### config.mk
export PLATFORM = sky130hd
export DESIGN_NAME = bounce_gen
export DESIGN_NICKNAME = d
export VERILOG_FILES = /design/src/rtl/bounce_gen.sv
export SDC_FILE = /design/constraint.sdc
export NUM_CORES = 1
export LEC_CHECK = 0
export CORE_ASPECT_RATIO = 1.2
export CORE_MARGIN = 2
export CORE_UTILIZATION = 35
export CTS_CLUSTER_SIZE = 28
export DETAILED_ROUTE_END_ITERATION = 8
export GPL_TIMING_DRIVEN = 0
export PLACE_DENSITY = 0.63
export SETUP_SLACK_MARGIN = 0.1
export SKIP_LAST_GASP = 1
export SLEW_MARGIN = 20
export SYNTH_ARGS = -nofsm -noshare
export SYNTH_HDL_FRONTEND = slang
export SYNTH_SLANG_ARGS = --single-unit
### constraint.sdc
create_clock -name clk -period 3.3 [get_ports clk]
set_input_delay 0.495 -clock clk [delete_from_list [all_inputs] [get_ports clk]]
set_output_delay 0.495 -clock clk [all_outputs]
set_load 0.02 [all_outputs]
### src/rtl/bounce_gen.sv
// bounce_gen: contact-bounce emulator; each level change yields 2k+1 sw_out edges, then a stable hold.
// Define BOUNCE_GEN_RANDOM_EN to draw k and the gap lengths from a 16-bit LFSR (default: worst case k, MIN_GAP).
module bounce_gen #(
    parameter int unsigned BW      = 3,
    parameter int unsigned GW      = 4,
    parameter int unsigned MIN_GAP = 2,
    parameter int unsigned HOLD    = 16,
    parameter logic [15:0] SEED    = 16'hACE1
) (
    input  logic clk,
    input  logic reset,
    input  logic level_in,
    output logic sw_out,
    output logic busy,
    output logic done_tick
);
    localparam int unsigned GAP_MAX = MIN_GAP + (1 << GW) - 1;
    localparam int unsigned CNT_MAX = (GAP_MAX > HOLD) ? GAP_MAX : HOLD;
    // The counter holds (length - 1), so CNT_MAX itself never needs to be represented.
    localparam int unsigned CW      = $clog2(CNT_MAX);
    localparam logic [CW-1:0] HOLD_M1 = CW'(HOLD - 1);

    if (SEED == 16'h0 || MIN_GAP < 1 || HOLD < 1) begin : g_bad_param
        $error("bounce_gen: SEED must be nonzero, MIN_GAP and HOLD must be >= 1");
    end

    typedef enum logic [1:0] {IDLE, BOUNCE, SETTLE} state_e;
    typedef enum logic {PH_ON, PH_OFF} phase_e;

    state_e        state_q, state_d;
    phase_e        phase_q, phase_d;
    logic [CW-1:0] cnt_q, cnt_d;
    logic [BW-1:0] k_q, k_d;
    logic          tgt_q, tgt_d;
    logic          lvl_q, lvl_d;
    logic          sw_out_q, sw_out_d;
    logic          busy_q, busy_d;
    logic          done_tick_q, done_tick_d;

    logic [BW-1:0] k_load;
    logic [CW-1:0] gap_m1;

`ifdef BOUNCE_GEN_RANDOM_EN
    logic [15:0] lfsr_q, lfsr_d;

    always_comb begin
        lfsr_d = {lfsr_q[0] ^ lfsr_q[2] ^ lfsr_q[3] ^ lfsr_q[5], lfsr_q[15:1]};
        k_load = lfsr_q[BW-1:0];
        gap_m1 = CW'(MIN_GAP - 1) + CW'(lfsr_q[GW-1:0]);
    end

    always_ff @(posedge clk or negedge reset) begin
        if (!reset) lfsr_q <= SEED;
        else        lfsr_q <= lfsr_d;
    end
`else
    always_comb begin
        k_load = '1;
        gap_m1 = CW'(MIN_GAP - 1);
    end
`endif

    // The final ON phase is folded into the SETTLE window, so k counts remaining OFF glitches.
    always_comb begin
        state_d  = state_q;
        phase_d  = phase_q;
        cnt_d    = cnt_q;
        k_d      = k_q;
        tgt_d    = tgt_q;
        lvl_d    = lvl_q;
        sw_out_d = sw_out_q;
        case (state_q)
            IDLE: begin
                sw_out_d = lvl_q;
                if (level_in != lvl_q) begin
                    tgt_d    = level_in;
                    sw_out_d = level_in;
                    k_d      = k_load;
                    phase_d  = PH_ON;
                    if (k_load == '0) begin
                        state_d = SETTLE;
                        cnt_d   = HOLD_M1;
                    end else begin
                        state_d = BOUNCE;
                        cnt_d   = gap_m1;
                    end
                end
            end
            BOUNCE: begin
                if (cnt_q != '0) begin
                    cnt_d = cnt_q - 1'b1;
                end else if (phase_q == PH_ON) begin
                    sw_out_d = ~tgt_q;
                    phase_d  = PH_OFF;
                    cnt_d    = gap_m1;
                end else begin
                    sw_out_d = tgt_q;
                    phase_d  = PH_ON;
                    k_d      = k_q - 1'b1;
                    if (k_q == BW'(1)) begin
                        state_d = SETTLE;
                        cnt_d   = HOLD_M1;
                    end else begin
                        cnt_d = gap_m1;
                    end
                end
            end
            SETTLE: begin
                if (cnt_q != '0) begin
                    cnt_d = cnt_q - 1'b1;
                end else begin
                    state_d = IDLE;
                    lvl_d   = tgt_q;
                end
            end
            default: state_d = IDLE;
        endcase
        busy_d      = (state_d != IDLE);
        done_tick_d = (state_d == SETTLE) && (cnt_d == '0);
    end

    always_ff @(posedge clk or negedge reset) begin
        if (!reset) begin
            state_q     <= IDLE;
            phase_q     <= PH_ON;
            cnt_q       <= '0;
            k_q         <= '0;
            tgt_q       <= 1'b0;
            lvl_q       <= 1'b0;
            sw_out_q    <= 1'b0;
            busy_q      <= 1'b0;
            done_tick_q <= 1'b0;
        end else begin
            state_q     <= state_d;
            phase_q     <= phase_d;
            cnt_q       <= cnt_d;
            k_q         <= k_d;
            tgt_q       <= tgt_d;
            lvl_q       <= lvl_d;
            sw_out_q    <= sw_out_d;
            busy_q      <= busy_d;
            done_tick_q <= done_tick_d;
        end
    end

    assign sw_out    = sw_out_q;
    assign busy      = busy_q;
    assign done_tick = done_tick_q;

endmodule

==> impl_metrics.yaml <==
setup_path:
  end_kind: "flip-flop"
  critPathArrivalTime_ns: 3.03
  cp_max_fo: 9
  critPathKind: "reg -> reg"
  cp-start-kind: "flip-flop"
  critical_path_required_ns: 3.51
floorplan:
  die_area_um2: 3217
  die_w_um: 52.11
  start_util_pct: 37.72
  core_um2: 2577
  rows: 20
  design.portCount: 6
  die_h_um: 61.74
grt:
  grt_pass1_wl_um: 3443
  grt_pass1_vias: 739
  track_usage_pct: 14.63
  grt_max_degree: 17
  gr-total-overflow: 0
  antenna_found_initial: 0
cells_and_area:
  n_fill_cell: 245
  layout-drive-gt1-share_pct: 16.82
  final_nets: 117
  syn_to_final_growth_pct: 13.13
  antennaDiodeCount: 0
pwr:
  p_total_mw: 0.8004
  leakagePower_nw: 0.4803
  max-vdd-ir-drop_mv: 0.3615
  power_density_nw_per_um2: 727.8
clock_tree:
  cts_resized: 0
  cts_sinks: 16
  post-cts-setup-buffers: 0
  clock_latency_ns: 0.30
  clkTransAtPathRegs_ns: 0.10
  cts_buffers: 3
  cts_buffer_depth: 2
  tritoncts: "done"
  cts_hold_buf: 0
  cts-root-buf: "clkbuf_4"
  cts-htree-levels: 1
logic_synthesis:
  ys_warn_count: 0
  yosysMostFrequentCell: "dfrtp_1"
  synth_top_area_cell: "dfrtp_1"
  netlist_area_um2: 972.2
  synth_seq_cells: 16
  avgSynthCellArea_um2: 9.920
  syn-num-nets: 107
  synth_cells: 98
  synthTopCellsByArea: "dfrtp_1 (41%), ha_1 (7.7%), nand2_1 (4.2%)"
  netlist.area_leader.share_pct: 41.18
  yosys-top-cells-count: "dfrtp_1 (16), nand2_1 (11), inv_1 (7), o21ai_0 (7)"
  synth_flop_cell: "dfrtp_1"
  async_reset_ff_share_pct: 100.0
  ys_seq_area_share_pct: 41.18
  synth_edf_count: 0
  synth_cell_types: 37
detailed_routing:
  wl_per_cell_um: 13.56
  drt_iter0_markers: 5
  drt_first_pass_iters: 3
  via_per_inst: 5.250
  antenna_left: 0
  wirelength_um: 1899
  route.detailed.drc: 0
  via_count: 735
min_path:
  hold_path_class: "reg -> reg"
timing:
  hold_viol: 0
  rsz0062_at_grt: "false"
  period_needed_ns: 2.825
  fin_ws_ns: 0.4751
  setup_viol: 0
  relSlewSlack_pct: 52.91
  max_freq_ghz: 0.3540
  maxSlewViolCount: 0
  fin_crit_sh_pct: 85.60
  skew_ns: 0.01109
  worst_slew_pin_slew_ns: 0.7041
  tns_ns: 0
placement:
  gp_congestion: 0.7899
  pre_cts_slack_ns: 0.4724
  hpwlAfterDp_um: 1430
  numPortBuffers: 5
outcome:
  status: "complete, no violations"
run:
  cap_violations: 0
path summary, 6_finish.rpt:
check	depth (start not counted)	slack (ns)	to	start
worst max-delay path	9	0.48	done_tick$_DFF_PN0_	cnt_q[0]$_DFF_PN0_
worst min-delay path	1	0.52	sw_out$_DFFE_PN0P_	sw_out$_DFFE_PN0P_
worst max register to register	9	0.48	done_tick$_DFF_PN0_	cnt_q[0]$_DFF_PN0_
worst min register to register	1	0.52	sw_out$_DFFE_PN0P_	sw_out$_DFFE_PN0P_
max in group asynchronous	1	2.24	cnt_q[2]$_DFF_PN0_	reset
min in group asynchronous	1	0.60	k_q[0]$_DFFE_PN0P_	reset
cell families (layout without fill, tap and decap cells):
kind of cell               Yosys count  in the layout  synth area share, %
and+or+nand+nor                     34             34                21.75
AOI/OAI and AO/OA                   25             25                17.89
DFF                                 16             16                41.18
buffers and inverters               12             21                6.435
adders and majority gates            6              6                7.722
xor gates and xnor gates             3              3                2.703
muxes                                2              2                2.316
sequential cells by signal, summed over array words and instances, names as in the netlist:
signal,flops
k_q,3
busy,1
done_tick,1
lvl_q,1
phase_q,1
cnt_q,5
sw_out,1
state_q,2
tgt_q,1
worst max-delay path, cell delays in order, from the launching register on:
cell and delay [ns]:
dfrtp_1 0.42, inv_1 0.09, ha_1 0.23, nor4b_4 0.57, inv_4 0.14, ha_1 0.30
mux2_2 0.26, a22o_2 0.21, or3b_1 0.39, nor4_2 0.13
per-layer routing:
metal / vias up / wire, um / track usage, %
met5: - / 0 / 0
met4: 0 / 51 / 8.647
met3: 5 / 28 / 1.435
met2: 6 / 948 / 25.14
met1: 360 / 871 / 17.93
li1: 364 / - / -
power breakdown:
part           internal [mW]  switching, mW  leakage, nW
registers              0.255         0.0551        0.196
clock network         0.0674         0.0682       0.0210
logic                  0.168          0.187        0.264
total                  0.490          0.310        0.480
metrics by stage:
stage                     instances  util, %  hold WS [ns]  instance area [um^2]
after floorplan                  98        -        0.1994                 972.2
after global placement          136    41.26        0.4904                  1064
after detailed placement        136    41.26        0.4984                  1064
after CTS                       140    42.67        0.5276                  1100
after global routing            140    42.67        0.5483                  1100
final                           140    42.67        0.5240                  1100
final cells by class:
class                   count  area (um^2)  area share (%)
repair buffers              5        50.05           4.551
flip-flops and latches     16        400.4           36.41
plain buffers               4        30.03           2.730
well taps                  33        41.29           3.754
multi-input cells          70        509.2           46.30
clock buffers               4        36.28           3.299
inverters                   8        32.53           2.958
layout by cell type (no fill, tap or decap), types with 2 or more instances in the layout:
master,n
a22oi_1,2
nand2_1,11
nor2_1,2
nand3b_1,2
xor2_1,2
nor3_1,4
nand4_1,2
clkdlybuf4s50_1,5
o21ai_0,7
buf_4,2
mux2_2,2
clkbuf_4,3
inv_1,7
or3_1,2
a2bb2oi_1,2
dfrtp_1,16
a21oi_1,6
nor2b_1,3
ha_1,6
(Power assumes the default switching activity.)
